==> config.mk <==
export PLATFORM = sky130hd
export DESIGN_NAME = proc_mode_sequencer
export DESIGN_NICKNAME = d
export VERILOG_FILES = /design/src/rtl/proc_mode_sequencer_pkg.sv /design/src/rtl/proc_mode_sequencer_switch_stabilizer.sv /design/src/rtl/proc_mode_sequencer.sv
export SDC_FILE = /design/constraint.sdc
export NUM_CORES = 1
export LEC_CHECK = 0
export ABC_AREA = 1
export CAP_MARGIN = 20
export CORE_MARGIN = 3
export CORE_UTILIZATION = 55
export DETAILED_ROUTE_END_ITERATION = 16
export PLACE_DENSITY = 0.76
export SLEW_MARGIN = 25
export SYNTH_ARGS = -nofsm -noshare
export SYNTH_HDL_FRONTEND = slang
export SYNTH_SLANG_ARGS = --single-unit
==> constraint.sdc <==
create_clock -name VGA_CLK -period 2 [get_ports VGA_CLK]
set_clock_uncertainty 0.15 [all_clocks]
set_input_delay 0.2 -clock VGA_CLK [delete_from_list [all_inputs] [get_ports VGA_CLK]]
set_output_delay 0.2 -clock VGA_CLK [all_outputs]
set_load 0.1 [all_outputs]
==> src/rtl/proc_mode_sequencer_pkg.sv <==
// Shared types and helpers for the pixel-path mode sequencer.
// Mode encodings, FSM states and enable decode.
package proc_mode_sequencer_pkg;

  localparam logic [2:0] MODE_PASS = 3'b000;
  localparam logic [2:0] MODE_GREY = 3'b001;
  localparam logic [2:0] MODE_BLUR = 3'b101;
  localparam logic [2:0] MODE_EDGE = 3'b110;
  localparam logic [2:0] MODE_ZOOM = 3'b111;

  typedef enum logic [1:0] {
    RUN,
    PENDING,
    FLUSH,
    ARM
  } state_e;

  typedef struct packed {
    logic zoom;
    logic edg;
    logic blur;
    logic bright;
  } en_t;

  function automatic logic is_unsup(input logic [2:0] m);
    return (m == 3'b010) || (m == 3'b011) || (m == 3'b100);
  endfunction

  function automatic logic [2:0] map_mode(input logic [2:0] m);
    return is_unsup(m) ? MODE_PASS : m;
  endfunction

  function automatic en_t decode_en(input logic [2:0] m);
    en_t e;
    e        = '0;
    e.bright = (m == MODE_GREY);
    e.blur   = (m == MODE_BLUR);
    e.edg    = (m == MODE_EDGE);
    e.zoom   = (m == MODE_ZOOM);
    return e;
  endfunction

endpackage

==> src/rtl/proc_mode_sequencer_switch_stabilizer.sv <==
// Synchronizes raw mode switches and accepts a value only after it
// has held steady; emits the accepted value and a 1-cycle pulse.
module switch_stabilizer #(
  parameter int SYNC_STAGES   = 2,
  parameter int STABLE_CYCLES = 250000,
  parameter int W             = 3
) (
  input  logic         clk,
  input  logic         rst_n,
  input  logic [W-1:0] sw,
  output logic [W-1:0] acc_val,
  output logic         acc_pulse
);

  localparam int CW = $clog2(STABLE_CYCLES + 1);

  logic [SYNC_STAGES-1:0][W-1:0] sync_q, sync_d;
  logic [W-1:0]  sync_v;
  logic [W-1:0]  cand_q, cand_d;
  logic [W-1:0]  acc_q, acc_d;
  logic [CW-1:0] cnt_q, cnt_d;
  logic          pulse_q, pulse_d;

  // cnt counts samples of the candidate; it parks at STABLE_CYCLES
  // so a held value is accepted exactly once.
  always_comb begin
    sync_d  = {sync_q[SYNC_STAGES-2:0], sw};
    sync_v  = sync_q[SYNC_STAGES-1];
    cand_d  = cand_q;
    cnt_d   = cnt_q;
    acc_d   = acc_q;
    pulse_d = 1'b0;
    if (sync_v != cand_q) begin
      cand_d = sync_v;
      cnt_d  = CW'(1);
    end else if (cnt_q == CW'(STABLE_CYCLES - 1)) begin
      cnt_d   = CW'(STABLE_CYCLES);
      acc_d   = cand_q;
      pulse_d = 1'b1;
    end else if (cnt_q != CW'(STABLE_CYCLES)) begin
      cnt_d = cnt_q + 1'b1;
    end
  end

  always_ff @(posedge clk or negedge rst_n) begin
    if (!rst_n) begin
      sync_q  <= '0;
      cand_q  <= '0;
      acc_q   <= '0;
      cnt_q   <= CW'(STABLE_CYCLES);
      pulse_q <= 1'b0;
    end else begin
      sync_q  <= sync_d;
      cand_q  <= cand_d;
      acc_q   <= acc_d;
      cnt_q   <= cnt_d;
      pulse_q <= pulse_d;
    end
  end

  assign acc_val   = acc_q;
  assign acc_pulse = pulse_q;

endmodule

==> src/rtl/proc_mode_sequencer.sv <==
// Frame-synchronous processing-mode sequencer for the camera->VGA path.
// Mode changes wait for vsync fall, flush line buffers, then re-enable.
module proc_mode_sequencer
  import proc_mode_sequencer_pkg::*;
#(
  parameter int SYNC_STAGES   = 2,
  parameter int STABLE_CYCLES = 250000,
  parameter int FLUSH_CYCLES  = 16
) (
  input  logic       VGA_CLK,
  input  logic       RESET_N,
  input  logic [2:0] mode_sw,
  input  logic       vga_vs,
  input  logic       pixel_valid,
  output logic [2:0] mode_active,
  output logic       bright_en,
  output logic       blur_en,
  output logic       edge_en,
  output logic       zoom_en,
  output logic       pipe_flush,
  output logic       busy,
  output logic       unsupported,
  output logic [7:0] frame_count
);

  localparam int FW = (FLUSH_CYCLES > 1) ? $clog2(FLUSH_CYCLES) : 1;

  logic [2:0] acc_val;
  logic       acc_pulse;

  switch_stabilizer #(
    .SYNC_STAGES  (SYNC_STAGES),
    .STABLE_CYCLES(STABLE_CYCLES),
    .W            (3)
  ) u_stab (
    .clk      (VGA_CLK),
    .rst_n    (RESET_N),
    .sw       (mode_sw),
    .acc_val  (acc_val),
    .acc_pulse(acc_pulse)
  );

  state_e        state_q, state_d;
  logic [2:0]    mode_q, mode_d;
  logic [2:0]    target_q, target_d;
  logic          unsup_q, unsup_d;
  logic [FW-1:0] fcnt_q, fcnt_d;
  logic [7:0]    frame_q, frame_d;
  logic          flush_q, flush_d;
  logic          busy_q, busy_d;
  en_t           en_q, en_d;
  logic          vs_q;
  logic          frame_edge;
  logic [2:0]    req;

  always_comb begin
    frame_edge = vs_q & ~vga_vs;
    req        = map_mode(acc_val);
    state_d    = state_q;
    mode_d     = mode_q;
    target_d   = target_q;
    fcnt_d     = fcnt_q;
    flush_d    = 1'b0;
    unsup_d    = unsup_q;
    frame_d    = frame_q + {7'd0, frame_edge};
    if (acc_pulse) unsup_d = is_unsup(acc_val);
    unique case (state_q)
      RUN: begin
        if (req != mode_q) begin
          state_d  = PENDING;
          target_d = req;
        end
      end
      PENDING: begin
        if (acc_pulse && req == mode_q) begin
          state_d = RUN;
        end else begin
          if (acc_pulse) target_d = req;
          if (frame_edge) begin
            state_d = FLUSH;
            fcnt_d  = '0;
            flush_d = 1'b1;
          end
        end
      end
      FLUSH: begin
        if (fcnt_q == FW'(FLUSH_CYCLES - 1)) begin
          state_d = ARM;
          mode_d  = target_q;
        end else begin
          fcnt_d  = fcnt_q + 1'b1;
          flush_d = 1'b1;
        end
      end
      ARM: begin
        if (!pixel_valid) state_d = RUN;
      end
      default: state_d = RUN;
    endcase
    busy_d = (state_d != RUN);
    // Old enables stay live while pending; dark from flush until RUN.
    en_d = (state_d == RUN || state_d == PENDING) ?
           decode_en(mode_d) : '0;
  end

  always_ff @(posedge VGA_CLK or negedge RESET_N) begin
    if (!RESET_N) begin
      state_q  <= RUN;
      mode_q   <= MODE_PASS;
      target_q <= MODE_PASS;
      unsup_q  <= 1'b0;
      fcnt_q   <= '0;
      frame_q  <= '0;
      flush_q  <= 1'b0;
      busy_q   <= 1'b0;
      en_q     <= '0;
      vs_q     <= 1'b0;
    end else begin
      state_q  <= state_d;
      mode_q   <= mode_d;
      target_q <= target_d;
      unsup_q  <= unsup_d;
      fcnt_q   <= fcnt_d;
      frame_q  <= frame_d;
      flush_q  <= flush_d;
      busy_q   <= busy_d;
      en_q     <= en_d;
      vs_q     <= vga_vs;
    end
  end

  assign mode_active = mode_q;
  assign bright_en   = en_q.bright;
  assign blur_en     = en_q.blur;
  assign edge_en     = en_q.edg;
  assign zoom_en     = en_q.zoom;
  assign pipe_flush  = flush_q;
  assign busy        = busy_q;
  assign unsupported = unsup_q;
  assign frame_count = frame_q;

endmodule

==> flow_summary.toml, run 1 <==
[routing]
wl_um = 5260
antenna_left = 0
drtIter0Drc = 98
dr_total_vias = 2248
drt-wirelength-per-cell_um = 11.7
vias_per_cell = 5.01
drt_first_pass_iters = 4
drc_errors = 0

[sta]
fin_tns_setup_ns = 0
setup_violations = 0
slew_headroom_pct = 68.6
hold_viol = 0
clock.fmax_mhz = 546
rsz0062_at_grt = "no"
min_period_ns = 1.83
slew_viol_final = 0
tightest_slew_ns = 0.471
fin_crit_sh_pct = 91.6

[clocking]
insertion_delay_ns = 0.33
cts_sinks = 59
cts.clk_slew.worst_paths_ns = 0.06
cts_tree = "done"
clockBufferDepth = 2
post-cts-setup-buffers = 0
cts_root_buf = "clkbuf_8"
numCtsBuffers = 9
htreeDepth = 3

[floorplan]
start_util_pct = 57.4
die_area_mm2 = 0.00632
die_h_um = 79.5
core_area_mm2 = 0.00517
rows = 26
die_w_um = 79.5
io_pins = 25

[yosys]
seq_area_frac_synth_pct = 50.0
synth_top_area_share_pct = 43.8
syn_inst = 341
avgSynthCellArea_um2 = 8.71
synth_top_cell_by_area = "dfrtp_1"
synth_cell_types = 34
synth-edff-count = 0
synth-seq-cells = 59
syn_nets = 358
synth_top_flop_cell = "dfrtp_1"
synth_area_leaders = "dfrtp_1 44%, nand2_1 9.4%, dfstp_2 6.2%"
synthArstFlopShare_pct = 100
ys_warn_count = 0
synth_area_mm2 = 0.00297

[grt]
antenna_found_initial = 0
grt_pass1_wl_um = 9450
grt.overflow.total = 0
grt_max_degree = 40
grt_pass1_vias = 2212
grt_usage_pct = 19.2

[layout]
fillers = 434
drive_gt1_share_pct = 19.5
final_nets = 391
diodes = 0
most-common-layout-cells = "74 x nand2_1, 50 x dfrtp_1, 41 x nor2_1"
final_common_cell = "nand2_1"
area_growth_pct = 18.0

[setup_path]
cp_slowest_stage_delay_ns = 0.41
reg2reg_to = "fcnt_q[2]"
cp-end-kind = "register"
arrival_ns = 1.90
critPathMaxFanout = 6
crit_path_cell_trace = "inv_1 -> ha_1 -> inv_1 -> nor2_1 -> a21oi_1 -> nand3_2 -> nand2_1 -> nand2_1"
crit_type = "register to register"
required_ns = 2.07
rr_startpoint = "state_q[1]"
ff2ff_path_depth = 8
r2r_slack_ns = 0.17
critPathSlowestCell = "dfrtp_1"
start_kind = "register"

[min_path]
hp-class = "primary input to register"
hold_depth = 1
hold_path_startpoint = "mode_sw[2]"
min_to = "u_stab.sync_d[5]"

[place]
portBuffers = 24
gp_congestion = 0.901
place.detailed.hpwl_um = 3850

[power]
vdd_drop_max_mv = 0.735
powerDensity_mw_per_mm2 = 1140
leakage_nw = 1.65
power_w = 0.00400

[outcome]
outcome = "finished clean"

[run]
drv_cap = 0
-- logic make-up after synthesis --
| family | count (synthesis) | synth area share (%) |
|---|---|---|
| xor gates and xnor gates | 19 | 5.60 |
| DFF | 59 | 50.0 |
| adders and majority gates | 10 | 4.21 |
| AOI/OAI and AO/OA | 25 | 4.84 |
| and+or+nand+nor | 183 | 29.5 |
| buffers and inverters | 45 | 5.85 |
-- critical path: cells and delay by family, from the launching register on --
family | cells | cell delay [ns]
buffers and inverters | 2 | 0.30
and+or+nand+nor | 4 | 0.36
DFF | 1 | 0.41
AOI/OAI and AO/OA | 1 | 0.24
adders and majority gates | 1 | 0.26
-- how the worst max path moves through the flow --
stage	start	end	cells past startpoint
floorplan	mode_active[1]	busy	9
global placement	vga_vs	frame_count[6]	7
CTS	state_q[0]	zoom_en	7
detailed placement	state_q[0]	zoom_en	7
finish	state_q[1]	fcnt_q[2]	8
global route	state_q[0]	zoom_en	7
-- synth_stat cells (2+ instances only) --
cell      number
nor3_2         2
xor2_1        13
xnor2_1        6
nor2_1        41
nand3_1       22
nand2_1       74
nand2_2        6
dfrtp_1       52
nand4_1       12
ha_1          10
inv_1         37
clkbuf_1       3
nor2_2         5
nand3_2        2
dfstp_2        7
inv_2          3
o21ai_0       10
nor3_1         6
nor2_4         5
a21oi_1       10
or2_2          2
-- layer usage --
layer,vias up,part of all wire (%),track usage [%]
met5,-,0,0
met4,0,1.3,6.87
met3,12,3.6,6.32
met2,36,48,31.0
met1,1051,47,24.2
li1,1149,-,-
-- power by group --
group / total, W / leakage, nW / internal [W] / switching, W
clock: 0.00131 / 0.123 / 0.000858 / 0.000452
sequential: 0.00145 / 0.747 / 0.00133 / 0.000117
combinational: 0.00124 / 0.775 / 0.000302 / 0.000935
total: 0.00400 / 1.65 / 0.00249 / 0.00150
-- stage by stage --
stage	worst slack, ns	hold slack, ns	utilization, %	cells	cell area (um^2)
final	0.168	0.155	67.8	449	3510
after global routing	0.00955	0.148	67.8	449	3510
after CTS	0.150	0.142	67.8	449	3510
after detailed placement	0.183	0.0340	62.9	432	3250
after global placement	0.239	0.0281	62.9	432	3250
after floorplan	0.0159	-0.246	-	341	2970
-- area by class of cell --
cell class                      instances  area [um^2]  share of cell area, %
Sequential cell                        59         1490                   42.4
Clock buffer                           11          141                   4.03
Multi-Input combinational cell        237         1310                   37.4
Clock inverter                          5          100                   2.86
Timing Repair Buffer                   27          228                   6.50
Tap cell                               70         87.6                   2.50
Inverter                               40          150                   4.28
-- state kept, by name (all words and copies together) (netlist names), 2 cells and up --
name / cells
u_stab.cand_q: 3
u_stab.sync_d: 3
mode_active: 3
state_q: 2
target_q: 3
fcnt_q: 4
frame_count: 8
u_stab.cnt_q: 18
u_stab.acc_val: 3
u_stab.sync_v: 3
-- what timing repair did --
item / 4_1_cts / 5_1_grt
hold endpoints to repair: 20 / 0
setup endpoints to repair: 0 / 1
gates resized for setup: 0 / 1
hold buffers: 1 / 0
Power figures use the tool's default switching activity.
==> run 2, diff against run 1 <==
RECOVER_POWER = 100   (was default)
==> flow_summary.toml, run 2 (synthesized netlist as in run 1, its figures left out) <==
[outcome]
outcome = "finished clean"

[floorplan]
core_area_mm2 = 0.00517
rows = 26
start_util_pct = 57.4
io_pins = 25
die_w_um = 79.5
die_area_mm2 = 0.00632
die_h_um = 79.5

[routing]
vias_per_cell = 4.99
drt_first_pass_iters = 4
drc_errors = 0
wl_um = 5250
antenna_left = 0
drt-wirelength-per-cell_um = 11.7
drtIter0Drc = 90
dr_total_vias = 2242

[place]
place.detailed.hpwl_um = 3850
gp_congestion = 0.901
portBuffers = 24

[layout]
fillers = 449
regMostFlops = "u_stab.cnt_q"
largest_reg_flops = 18
final_core_util_pct = 66.5
final_common_cell = "nand2_1"
diodes = 0
drive_gt1_share_pct = 17.2
most-common-layout-cells = "75 x nand2_1, 50 x dfrtp_1, 46 x nor2_1"
area_growth_pct = 15.8
final_nets = 391

[sta]
clock.fmax_mhz = 550
fin_crit_sh_pct = 90.9
min_period_ns = 1.82
slew_headroom_pct = 25.3
fin_tns_setup_ns = 0
setup_violations = 0
rsz0062_at_grt = "no"
hold_viol = 0
slew_viol_final = 0
tightest_slew_ns = 1.12

[grt]
grt.overflow.total = 0
antenna_found_initial = 0
grt_pass1_vias = 2212
grt_pass1_wl_um = 9450
grt_max_degree = 40
grt_usage_pct = 19.2

[clocking]
cts_sinks = 59
clockBufferDepth = 2
htreeDepth = 3
insertion_delay_ns = 0.33
numCtsBuffers = 9
cts.clk_slew.worst_paths_ns = 0.06
cts_tree = "done"
cts_root_buf = "clkbuf_8"

[power]
vdd_drop_max_mv = 0.681
leakage_nw = 1.63
powerDensity_mw_per_mm2 = 1150

[setup_path]
arrival_ns = 1.89
critPathSlowestCell = "dfrtp_1"
crit_path_cell_trace = "inv_1 -> ha_1 -> inv_1 -> nor2_1 -> a21oi_1 -> nand3_2 -> nand2_1 -> nand2_1"
required_ns = 2.07
start_kind = "register"
cp-end-kind = "register"
crit_type = "register to register"
critPathMaxFanout = 6
cp_slowest_stage_delay_ns = 0.41

[min_path]
hp-class = "register to register"

[run]
drv_cap = 0
## run 2: path summary, 6_finish.rpt
path | startpoint | cells past startpoint | slack [ns] | endpoint
min | u_stab.sync_d[5] | 0 | 0.20 | u_stab.sync_v[2]
max reg2reg | state_q[1] | 8 | 0.18 | fcnt_q[2]
max in group asynchronous | RESET_N | 3 | 0.41 | u_stab.cnt_q[12]
min in group asynchronous | RESET_N | 2 | 0.45 | zoom_en
min reg2reg | u_stab.sync_d[5] | 0 | 0.20 | u_stab.sync_v[2]
max | state_q[1] | 8 | 0.18 | fcnt_q[2]
## run 2: what timing repair did
action                                  CTS  global route
endpoints found under the hold margin    20             0
gates resized for setup                   0             1
endpoints found under the setup margin    0             1
setup buffers                             0             0
hold buffers                              1             0
## run 2: final cells by class
class                           instances  area (um^2)  area share, %
Clock buffer                           11          141           4.11
Multi-Input combinational cell        237         1290           37.5
Sequential cell                        59         1490           43.3
Clock inverter                          5          100           2.91
Timing Repair Buffer                   27          181           5.27
Inverter                               40          150           4.37
Tap cell                               70         87.6           2.55
## run 2: power by group
part	internal (W)	total, W	leakage [nW]	switching, W
clock	0.000858	0.00131	0.123	0.000453
sequential	0.00133	0.00145	0.747	0.000116
combinational	0.000248	0.00118	0.760	0.000931
total	0.00244	0.00394	1.63	0.00150
## run 2: per-stage QoR
step | instances | hold WS (ns) | worst slack [ns] | power, W | instance area (um^2)
after floorplan | 341 | -0.246 | 0.0159 | 0.00243 | 2970
after global placement | 432 | 0.0281 | 0.239 | 0.00269 | 3250
after detailed placement | 432 | 0.0340 | 0.183 | 0.00271 | 3250
after CTS | 449 | 0.142 | 0.150 | 0.00403 | 3510
after global routing | 449 | 0.210 | 0.00503 | 0.00413 | 3440
final | 449 | 0.199 | 0.182 | 0.00394 | 3440
## run 2: layer usage
| layer | up-vias | global-route usage [%] | part of all wire (%) | wire [um] |
|---|---|---|---|---|
| li1 | 1148 | - | - | - |
| met1 | 1051 | 24.2 | 46 | 2420 |
| met2 | 33 | 31.0 | 48 | 2540 |
| met3 | 10 | 6.32 | 4.1 | 216 |
| met4 | 0 | 6.87 | 1.3 | 68 |
| met5 | - | 0 | 0 | 0 |
## run 2: critical path, delay by kind of cell, from the launching register on
family / cells / cell delay, ns
adders and majority gates: 1 / 0.26
DFF: 1 / 0.41
AOI/OAI and AO/OA: 1 / 0.24
and+or+nand+nor: 4 / 0.35
buffers and inverters: 2 / 0.29
